<file path="src/rtl/bram_access_ctrl_if.sv">
// Request/response and BRAM-port bundle for bram_access_ctrl.
// slave = controller view, master = core + RAM environment view.
interface bram_access_ctrl_if #(
    parameter int ADDR_WIDTH = 8
);
    logic                  req_valid;
    logic                  req_ready;
    logic                  req_write;
    logic [1:0]            req_size;
    logic                  req_unsigned;
    logic [ADDR_WIDTH+1:0] req_address;
    logic [31:0]           req_wdata;

    logic                  rsp_valid;
    logic                  rsp_ready;
    logic [31:0]           rsp_rdata;
    logic                  rsp_error;

    logic                  mem_readEnable;
    logic [ADDR_WIDTH-1:0] mem_readAddress;
    logic [31:0]           mem_readData;
    logic                  mem_writeEnable;
    logic [3:0]            mem_writeByteEnable;
    logic [ADDR_WIDTH-1:0] mem_writeAddress;
    logic [31:0]           mem_writeData;

    modport slave (
        input  req_valid, req_write, req_size, req_unsigned, req_address, req_wdata,
        input  rsp_ready, mem_readData,
        output req_ready, rsp_valid, rsp_rdata, rsp_error,
        output mem_readEnable, mem_readAddress, mem_writeEnable,
        output mem_writeByteEnable, mem_writeAddress, mem_writeData
    );

    modport master (
        output req_valid, req_write, req_size, req_unsigned, req_address, req_wdata,
        output rsp_ready, mem_readData,
        input  req_ready, rsp_valid, rsp_rdata, rsp_error,
        input  mem_readEnable, mem_readAddress, mem_writeEnable,
        input  mem_writeByteEnable, mem_writeAddress, mem_writeData
    );
endinterface

</file>
<file path="src/rtl/bram_access_ctrl.sv">
// Byte/half/word load-store front end for a byte-enabled BRAM, one request in flight.
// Optional misalignment trap: define BRAM_ACCESS_MISALIGN_CHECK_EN.
module bram_access_ctrl #(
    parameter int ADDR_WIDTH = 8
) (
    input  logic                 clock,
    input  logic                 reset,
    bram_access_ctrl_if.slave    bus
);

    typedef enum logic [1:0] {
        IDLE,
        READ_WAIT,
        RESP
    } state_t;

    state_t      r_state;
    logic        r_rspValid;
    logic [31:0] r_rspRdata;
    logic        r_rspError;
    logic [1:0]  r_size;
    logic        r_unsigned;
    logic [1:0]  r_offset;

    logic        w_reqReady;
    logic        w_accept;
    logic        w_misalign;
    logic        w_readEnable;
    logic        w_writeEnable;
    logic [3:0]  w_byteEnable;
    logic [31:0] w_writeData;
    logic [7:0]  w_byte;
    logic [15:0] w_half;
    logic [31:0] w_loadData;

    // Ready is held low for the whole time reset is asserted.
    assign w_reqReady = (r_state == IDLE) && !reset;
    assign w_accept   = bus.req_valid && w_reqReady;

`ifdef BRAM_ACCESS_MISALIGN_CHECK_EN
    always_comb begin
        case (bus.req_size)
            2'b00:   w_misalign = 1'b0;
            2'b01:   w_misalign = bus.req_address[0];
            2'b10:   w_misalign = (bus.req_address[1:0] != 2'b00);
            default: w_misalign = 1'b1;
        endcase
    end
`else
    assign w_misalign = 1'b0;
`endif

    assign w_readEnable  = w_accept && !bus.req_write && !w_misalign;
    assign w_writeEnable = w_accept &&  bus.req_write && !w_misalign;

    always_comb begin
        w_byteEnable = 4'b1111;
        w_writeData  = bus.req_wdata;
        case (bus.req_size)
            2'b00: begin
                w_byteEnable = 4'b0001 << bus.req_address[1:0];
                w_writeData  = {4{bus.req_wdata[7:0]}};
            end
            2'b01: begin
                w_byteEnable = bus.req_address[1] ? 4'b1100 : 4'b0011;
                w_writeData  = {2{bus.req_wdata[15:0]}};
            end
            default: begin
                w_byteEnable = 4'b1111;
                w_writeData  = bus.req_wdata;
            end
        endcase
    end

    assign bus.req_ready           = w_reqReady;
    assign bus.mem_readEnable      = w_readEnable;
    assign bus.mem_writeEnable     = w_writeEnable;
    assign bus.mem_writeByteEnable = w_writeEnable ? w_byteEnable : 4'b0000;
    assign bus.mem_readAddress     = bus.req_address[ADDR_WIDTH+1:2];
    assign bus.mem_writeAddress    = bus.req_address[ADDR_WIDTH+1:2];
    assign bus.mem_writeData       = w_writeData;

    // Lane select and extension use the offset/size captured at accept time.
    always_comb begin
        w_byte     = bus.mem_readData[{r_offset, 3'b000} +: 8];
        w_half     = r_offset[1] ? bus.mem_readData[31:16] : bus.mem_readData[15:0];
        w_loadData = bus.mem_readData;
        case (r_size)
            2'b00:   w_loadData = {{24{!r_unsigned && w_byte[7]}}, w_byte};
            2'b01:   w_loadData = {{16{!r_unsigned && w_half[15]}}, w_half};
            default: w_loadData = bus.mem_readData;
        endcase
    end

    always_ff @(posedge clock or posedge reset) begin
        if (reset) begin
            r_state    <= IDLE;
            r_rspValid <= 1'b0;
            r_rspRdata <= 32'h0;
            r_rspError <= 1'b0;
            r_size     <= 2'b00;
            r_unsigned <= 1'b0;
            r_offset   <= 2'b00;
        end else begin
            case (r_state)
                IDLE: begin
                    if (w_accept) begin
                        if (bus.req_write || w_misalign) begin
                            r_rspRdata <= 32'h0;
                            r_rspError <= w_misalign;
                            r_rspValid <= 1'b1;
                            r_state    <= RESP;
                        end else begin
                            r_size     <= bus.req_size;
                            r_unsigned <= bus.req_unsigned;
                            r_offset   <= bus.req_address[1:0];
                            r_state    <= READ_WAIT;
                        end
                    end
                end
                READ_WAIT: begin
                    r_rspRdata <= w_loadData;
                    r_rspError <= 1'b0;
                    r_rspValid <= 1'b1;
                    r_state    <= RESP;
                end
                RESP: begin
                    if (bus.rsp_ready) begin
                        r_rspValid <= 1'b0;
                        r_state    <= IDLE;
                    end
                end
                default: begin
                    r_rspValid <= 1'b0;
                    r_state    <= IDLE;
                end
            endcase
        end
    end

    assign bus.rsp_valid = r_rspValid;
    assign bus.rsp_rdata = r_rspRdata;
    assign bus.rsp_error = r_rspError;

endmodule

</file>
<file path="src/flat_wrapper.sv">
// flat-port wrapper written by rule: the top's interface ports become plain ports
module bram_access_ctrl_flat 
#(
    parameter int ADDR_WIDTH = 8
)
  (clock, reset, bus_req_valid, bus_req_write, bus_req_size, bus_req_unsigned, bus_req_address, bus_req_wdata, bus_rsp_ready, bus_mem_readData, bus_req_ready, bus_rsp_valid, bus_rsp_rdata, bus_rsp_error, bus_mem_readEnable, bus_mem_readAddress, bus_mem_writeEnable, bus_mem_writeByteEnable, bus_mem_writeAddress, bus_mem_writeData);
  bram_access_ctrl_if #(.ADDR_WIDTH(ADDR_WIDTH)) bus_i ();
  input  logic clock;
  input  logic reset;
  input wire logic [$bits(bus_i.req_valid)-1:0] bus_req_valid;
  input wire logic [$bits(bus_i.req_write)-1:0] bus_req_write;
  input wire logic [$bits(bus_i.req_size)-1:0] bus_req_size;
  input wire logic [$bits(bus_i.req_unsigned)-1:0] bus_req_unsigned;
  input wire logic [$bits(bus_i.req_address)-1:0] bus_req_address;
  input wire logic [$bits(bus_i.req_wdata)-1:0] bus_req_wdata;
  input wire logic [$bits(bus_i.rsp_ready)-1:0] bus_rsp_ready;
  input wire logic [$bits(bus_i.mem_readData)-1:0] bus_mem_readData;
  output wire logic [$bits(bus_i.req_ready)-1:0] bus_req_ready;
  output wire logic [$bits(bus_i.rsp_valid)-1:0] bus_rsp_valid;
  output wire logic [$bits(bus_i.rsp_rdata)-1:0] bus_rsp_rdata;
  output wire logic [$bits(bus_i.rsp_error)-1:0] bus_rsp_error;
  output wire logic [$bits(bus_i.mem_readEnable)-1:0] bus_mem_readEnable;
  output wire logic [$bits(bus_i.mem_readAddress)-1:0] bus_mem_readAddress;
  output wire logic [$bits(bus_i.mem_writeEnable)-1:0] bus_mem_writeEnable;
  output wire logic [$bits(bus_i.mem_writeByteEnable)-1:0] bus_mem_writeByteEnable;
  output wire logic [$bits(bus_i.mem_writeAddress)-1:0] bus_mem_writeAddress;
  output wire logic [$bits(bus_i.mem_writeData)-1:0] bus_mem_writeData;
  assign bus_i.req_valid = bus_req_valid;
  assign bus_i.req_write = bus_req_write;
  assign bus_i.req_size = bus_req_size;
  assign bus_i.req_unsigned = bus_req_unsigned;
  assign bus_i.req_address = bus_req_address;
  assign bus_i.req_wdata = bus_req_wdata;
  assign bus_i.rsp_ready = bus_rsp_ready;
  assign bus_i.mem_readData = bus_mem_readData;
  assign bus_req_ready = bus_i.req_ready;
  assign bus_rsp_valid = bus_i.rsp_valid;
  assign bus_rsp_rdata = bus_i.rsp_rdata;
  assign bus_rsp_error = bus_i.rsp_error;
  assign bus_mem_readEnable = bus_i.mem_readEnable;
  assign bus_mem_readAddress = bus_i.mem_readAddress;
  assign bus_mem_writeEnable = bus_i.mem_writeEnable;
  assign bus_mem_writeByteEnable = bus_i.mem_writeByteEnable;
  assign bus_mem_writeAddress = bus_i.mem_writeAddress;
  assign bus_mem_writeData = bus_i.mem_writeData;
  bram_access_ctrl #(.ADDR_WIDTH(ADDR_WIDTH)) u_core (.clock(clock), .reset(reset), .bus(bus_i));
endmodule
</file>
<file path="config.mk">
export PLATFORM = sky130hd
export DESIGN_NAME = bram_access_ctrl_flat
export DESIGN_NICKNAME = d
export VERILOG_FILES = /design/src/rtl/bram_access_ctrl_if.sv /design/src/rtl/bram_access_ctrl.sv /design/src/flat_wrapper.sv
export SDC_FILE = /design/constraint.sdc
export NUM_CORES = 1
export LEC_CHECK = 0
export CORE_MARGIN = 2
export CORE_UTILIZATION = 35
export CTS_CLUSTER_SIZE = 12
export DETAILED_ROUTE_END_ITERATION = 8
export MAX_ROUTING_LAYER = met4
export PLACE_DENSITY = 0.8
export SETUP_SLACK_MARGIN = 0.05
export SLEW_MARGIN = 20
export SYNTH_ARGS = -nofsm -noshare
export SYNTH_HDL_FRONTEND = slang
export SYNTH_SLANG_ARGS = --single-unit
</file>
<file path="constraint.sdc">
create_clock -name clock -period 3.5 [get_ports clock]
set_clock_uncertainty 0.1 [all_clocks]
set_input_delay 0.7 -clock clock [delete_from_list [all_inputs] [get_ports clock]]
set_output_delay 0.7 -clock clock [all_outputs]
set_load 0.005 [all_outputs]
</file>
# [After elaboration in Yosys (flattened, before gate mapping)]
# Index checks and enable logic that the tools add are counted.
# W data, S select, Z words.
[word_totals] regBits=41 in_bits=82 output_inout_bits=89
[classes] eq_ne=7 shift=2 muxes=20 bitwise_logic=1 n_reduce_logical=17
[op_table] cell="$pmux W32 S2" n=3
[op_table] cell="$mux W32" n=2
[op_table] cell="$shiftx A32 B6 Y8" n=1
[op_table] cell="$mux W16" n=1
[op_table] cell="$reduce_and A3 Y1" n=3
[op_table] cell="$mux W4" n=2
[op_table] cell="$pmux W4 S2" n=1
[op_table] cell="$eq A2 B1 Y1 const B" n=3
[op_table] cell="$logic_and A1 B1 Y1" n=6
[op_table] cell="$logic_not A2 Y1" n=3
[op_table] cell="$mux W2" n=3
[op_table] cell="$pmux W2 S3" n=1
[op_table] cell="$mux W1" n=5
[op_table] cell="$ne A2 B2 Y1 const B" n=2
[op_table] cell="$shl A1 B2 Y4 const A" n=1
[op_table] cell="$logic_not A1 Y1" n=3
[op_table] cell="$pmux W1 S3" n=1
[op_table] cell="$eq A2 B2 Y1 const B" n=1
[op_table] cell="$ne A2 B1 Y1 const B" n=1
[op_table] cell="$pmux W1 S2" n=1
[op_table] cell="$reduce_and A2 Y1" n=1
[op_table] cell="$reduce_bool A2 Y1" n=1
[op_table] cell="$not A1 Y1" n=1

# [Longest topological paths before layout]
[logic_depth] depth_word=5 ltp_mapped=6 mapped_depth_nobuf=4

# [Least setup slack after synthesis]
# No wires, ideal clock.
[synth_path] kind="input -> output" start="input bus_req_size[1]" end="output bus_mem_writeData[10]" arrival_ps=1710 required_time_ps=2700 path_slack_ps=990 stages=3 n_path_buf=1 path_cell_list="clkbuf_1 -> nor2_1 -> mux2_2"
[synth_between] elab_chain_len=2
[synth_rtl] element="start: declaration" line="flat_wrapper.sv:12" text="input wire logic [$bits(bus_i.req_size)-1:0] bus_req_size;"
[synth_rtl] element="$eq A2 B1 Y1 / $logic_not A2 Y1 (equally long branches)" line="bram_access_ctrl.sv:59" text="case (bus.req_size)"
[synth_rtl] element="$pmux W32 S2 (*)" line="bram_access_ctrl.sv:59"
[synth_rtl] element="end: declaration" line="flat_wrapper.sv:27" text="output wire logic [$bits(bus_i.mem_writeData)-1:0] bus_mem_writeData;"
# Mark *: on every way between the ends. The rest lies on a longest branch, timed or not.

# [Worst setup path in the final report]
[layout_path] start="input reset" end="output bus_mem_writeByteEnable[1]"
[layout_between] elab_chain_len=5
[layout_rtl] element="start: declaration" line="flat_wrapper.sv:9" text="input logic reset;"
[layout_rtl] element="$logic_not A1 Y1" line="bram_access_ctrl.sv:37" text="assign w_reqReady = (r_state == IDLE) && !reset;"
[layout_rtl] element="$logic_and A1 B1 Y1" line="bram_access_ctrl.sv:37"
[layout_rtl] element="$logic_and A1 B1 Y1" line="bram_access_ctrl.sv:38" text="assign w_accept = bus.req_valid && w_reqReady;"
[layout_rtl] element="$logic_and A1 B1 Y1" line="bram_access_ctrl.sv:54" text="assign w_writeEnable = w_accept && bus.req_write && !w_misalign;"
[layout_rtl] element="$mux W4" line="bram_access_ctrl.sv:78" text="assign bus.mem_writeByteEnable = w_writeEnable ? w_byteEnable : 4'b0000;"
[layout_rtl] element="end: declaration" line="flat_wrapper.sv:25" text="output wire logic [$bits(bus_i.mem_writeByteEnable)-1:0] bus_mem_writeByteEnable;"
# Every way passes these cells.

==> flow_summary.yaml <==
critical_path:
  slowest_stage: "clkdlybuf4s50_1"
  path_class: "input pin to output port"
  end_kind: "output port"
  crit_top_cell: "clkdlybuf4s50_1"
  crit_path_cell_trace: "clkdlybuf4s50_1 -> nor3_2 -> nand3_1 -> a21oi_1 -> clkdlybuf4s50_1"
  critPathRequiredTime_ns: 2.70
  crit_path_max_incr_delay_ns: 0.52
  cp_top_family: "buffers and inverters"
  crit_arrival_ns: 2.35
  crit_buf_inv: 2
  crit_fanout: 6
  critical_path.startpoint_type: "input pin"
global_route:
  grt_pass1_vias: 2673
  grtUsageTotal_pct: 20.05
  antenna_found_initial: 0
  grt-ovfl-total: 0
  grt_pass1_wl_um: 13080
  grt_max_degree: 41
cts:
  clock-sinks: 40
  cts_root_buf: "clkbuf_8"
  cts_made_buffers: 5
  cts_setup_buffers: 0
  cts_tree: "yes"
  clk_pin_slew_ns: 0.07
  clock_latency_ns: 0.29
  htree_levels: 2
  clockBufferDepth: 2
yosys:
  synth-async-reset-ratio_pct: 100.0
  ys_warn_count: 0
  ys_seq_elements: 40
  synth_top_area_cell: "dfrtp_1"
  seq_area_frac_synth_pct: 38.13
  yosys.area.top_type_share_pct: 38.13
  synth-edff-count: 0
  syn_nets: 358
  ys_top_cells_by_area: "dfrtp_1 38%, mux2_2 9.4%, buf_4 7.4%"
  syn_area_mm2: 0.002625
  dominantRegCellSynth: "dfrtp_1"
  avgSynthCellArea_um2: 9.511
  synth_cell_types: 40
  synthCells: 276
drt:
  via_per_inst: 5.309
  drtIter0Drc: 145
  wl_um: 8249
  wl_per_cell_um: 16.66
  route.detailed.drc: 0
  vias: 2628
  first_pass_iters: 4
  postRouteAntennaNets: 0
cells_and_area:
  area_delta_synth_final_pct: 57.25
  diodes: 0
  num-nets-final: 477
  drive_above_1_share_pct: 13.89
  fillCellCount: 618
  finalInstanceArea_mm2: 0.004128
power:
  p_seq_share_pct: 35.2
  switchingPower_uw: 843.7
  combPwrFrac_pct: 49.3
  power_density_mw_per_mm2: 583.2
  clock_power_share_pct: 15.5
  switching_share_pct: 35.05
  p_int_uw: 1564
  p_leak_uw: 0.001671
  peakVddDrop_uv: 210.3
placed_design:
  place_area_mm2: 0.004015
  portBuffers: 145
  hpwl_um: 6241
  gp_congestion: 0.8628
floorplan:
  start_util_pct: 36.19
  row_count: 31
  core_region_area_mm2: 0.007253
  dieHeight_um: 90.60
  io_pins: 171
  die_area_mm2: 0.008208
  die_x_um: 90.60
run_status:
  status: "finished, final reports clean"
timing:
  setup_viol: 0
  slew_viol_final: 0
  setup-tns-final_ns: 0
  max_slew_margin_pct: 59.19
  hold_violations: 0
  fin_crit_ns: 3.155
  tightest_slew_ns: 0.6114
  period_share_pct: 90.14
  timing.fmax_mhz: 317.0
  rsz0062_at_grt: "false"
hold_path:
  min_path_type: "register to register"
job:
  cap_viol_max_count: 0
==> power by group through the flow <==
stage,clock (uW),combinational [uW],sequential (uW)
2_1_floorplan,0,642,791
3_3_place_gp,0,1160,850
3_5_place_dp,0,1180,852
4_1_cts,380,1190,847
5_1_grt,392,1290,885
6_report,374,1190,848
==> area by class of cell <==
type	instances	area, um2	share of cell area [%]
clock buffer	6	72.57	1.758
clock inverter	2	35.03	0.8487
timing repair buffer	156	1534	37.16
tap	99	123.9	3.001
inverter	8	30.03	0.7275
sequential	40	1001	24.25
multi-input combinational	184	1331	32.25
==> logic make-up after synthesis <==
group                  synth area share (%)
other                                0.1429
AND/OR/NAND/NOR                       10.68
buffers and inverters                 11.49
flip-flops                            38.13
AO/OA/AOI/OAI                         25.93
multiplexers                          13.63
==> flip-flops by register name, summed over array words and instances, names as in the netlist <==
| signal | flops |
|---|---|
| u_core.bus.rsp_valid | 1 |
| u_core.r_size | 2 |
| u_core.r_unsigned | 1 |
| u_core.r_state | 2 |
| u_core.bus.rsp_rdata | 32 |
| u_core.r_offset | 2 |
==> cell usage after synthesis, drive strengths merged, types with 2 or more instances <==
library cell / instances
o21ai: 32
a22o: 6
dfrtp: 40
clkbuf: 15
nand2b: 4
and3b: 3
o21a: 5
buf: 29
nand4: 2
nand2: 23
nor2: 10
nor2b: 3
a31oi: 3
nor3: 5
o211ai: 5
o2111ai: 5
a21oi: 11
o21bai: 2
inv: 8
a221o: 16
mux2i: 11
or3: 2
nand3: 3
mux2: 22
==> per-stage QoR <==
stage / hold slack [ns] / instances / total power, uW / worst slack, ns / util (%)
after detailed placement: 0.3902 / 487 / 2034 / 0.2624 / 55.36
after global routing: 0.4303 / 495 / 2566 / 0.1894 / 56.91
after CTS: 0.4072 / 495 / 2420 / 0.2475 / 56.84
after global placement: 0.3742 / 487 / 2008 / 0.3633 / 55.36
final: 0.3971 / 495 / 2407 / 0.3450 / 56.91
after floorplan: 0.3733 / 276 / 1433 / 0.9903 / -
==> worst reg2reg max path: cells and delay by family, from the launching register on <==
kind / cells / cell delay, ns
AO/OA/AOI/OAI: 3 / 0.92
buffers and inverters: 1 / 0.27
multiplexers: 1 / 0.32
flip-flops: 1 / 0.71
==> placed cells by master (no fill, tap or decap), types with 4 or more instances in the layout <==
master / count
nor3_1: 4
nand2_1: 23
nor2_1: 10
mux2i_1: 11
clkdlybuf4s50_1: 145
buf_4: 11
inv_1: 8
a22o_1: 6
nand2b_1: 4
o21ai_0: 32
a221o_1: 6
a221o_2: 10
o2111ai_1: 5
o211ai_1: 5
clkbuf_8: 5
mux2_2: 22
a21oi_1: 11
dfrtp_1: 40
o21a_1: 5
==> final timing paths <==
| kind | start | end | slack, ns | depth (start not counted) |
|---|---|---|---|---|
| worst max-delay path | reset | bus_mem_writeByteEnable[1] | 0.35 | 5 |
| max in group asynchronous | reset | u_core.bus.rsp_rdata[22]$_DFFE_PP0P_ | 2.14 | 3 |
| worst max register to register | u_core.r_offset[1]$_DFFE_PP0P_ | u_core.bus.rsp_rdata[31]$_DFFE_PP0P_ | 1.12 | 5 |
| worst min-delay path | u_core.bus.rsp_rdata[4]$_DFFE_PP0P_ | u_core.bus.rsp_rdata[4]$_DFFE_PP0P_ | 0.40 | 2 |
| worst min register to register | u_core.bus.rsp_rdata[4]$_DFFE_PP0P_ | u_core.bus.rsp_rdata[4]$_DFFE_PP0P_ | 0.40 | 2 |
| min in group asynchronous | reset | u_core.r_state[0]$_DFFE_PP0P_ | 0.82 | 3 |
==> metal layers <==
metal  global-route usage, %  vias up  part of all wire, %
li1                        -     1238                    -
met1                   24.22     1235                   41
met2                   34.02      144                   50
met3                   4.174       11                  8.2
met4                   5.513        0                  1.1
met5                       -        -                    0
==> timing repair <==
item / 4_1_cts / 5_1_grt
gates resized for setup: 0 / 1
hold endpoints to repair: 0 / 0
hold buffers: 0 / 0
endpoints found under the setup margin: 0 / 1
Power figures use the tool's default switching activity.
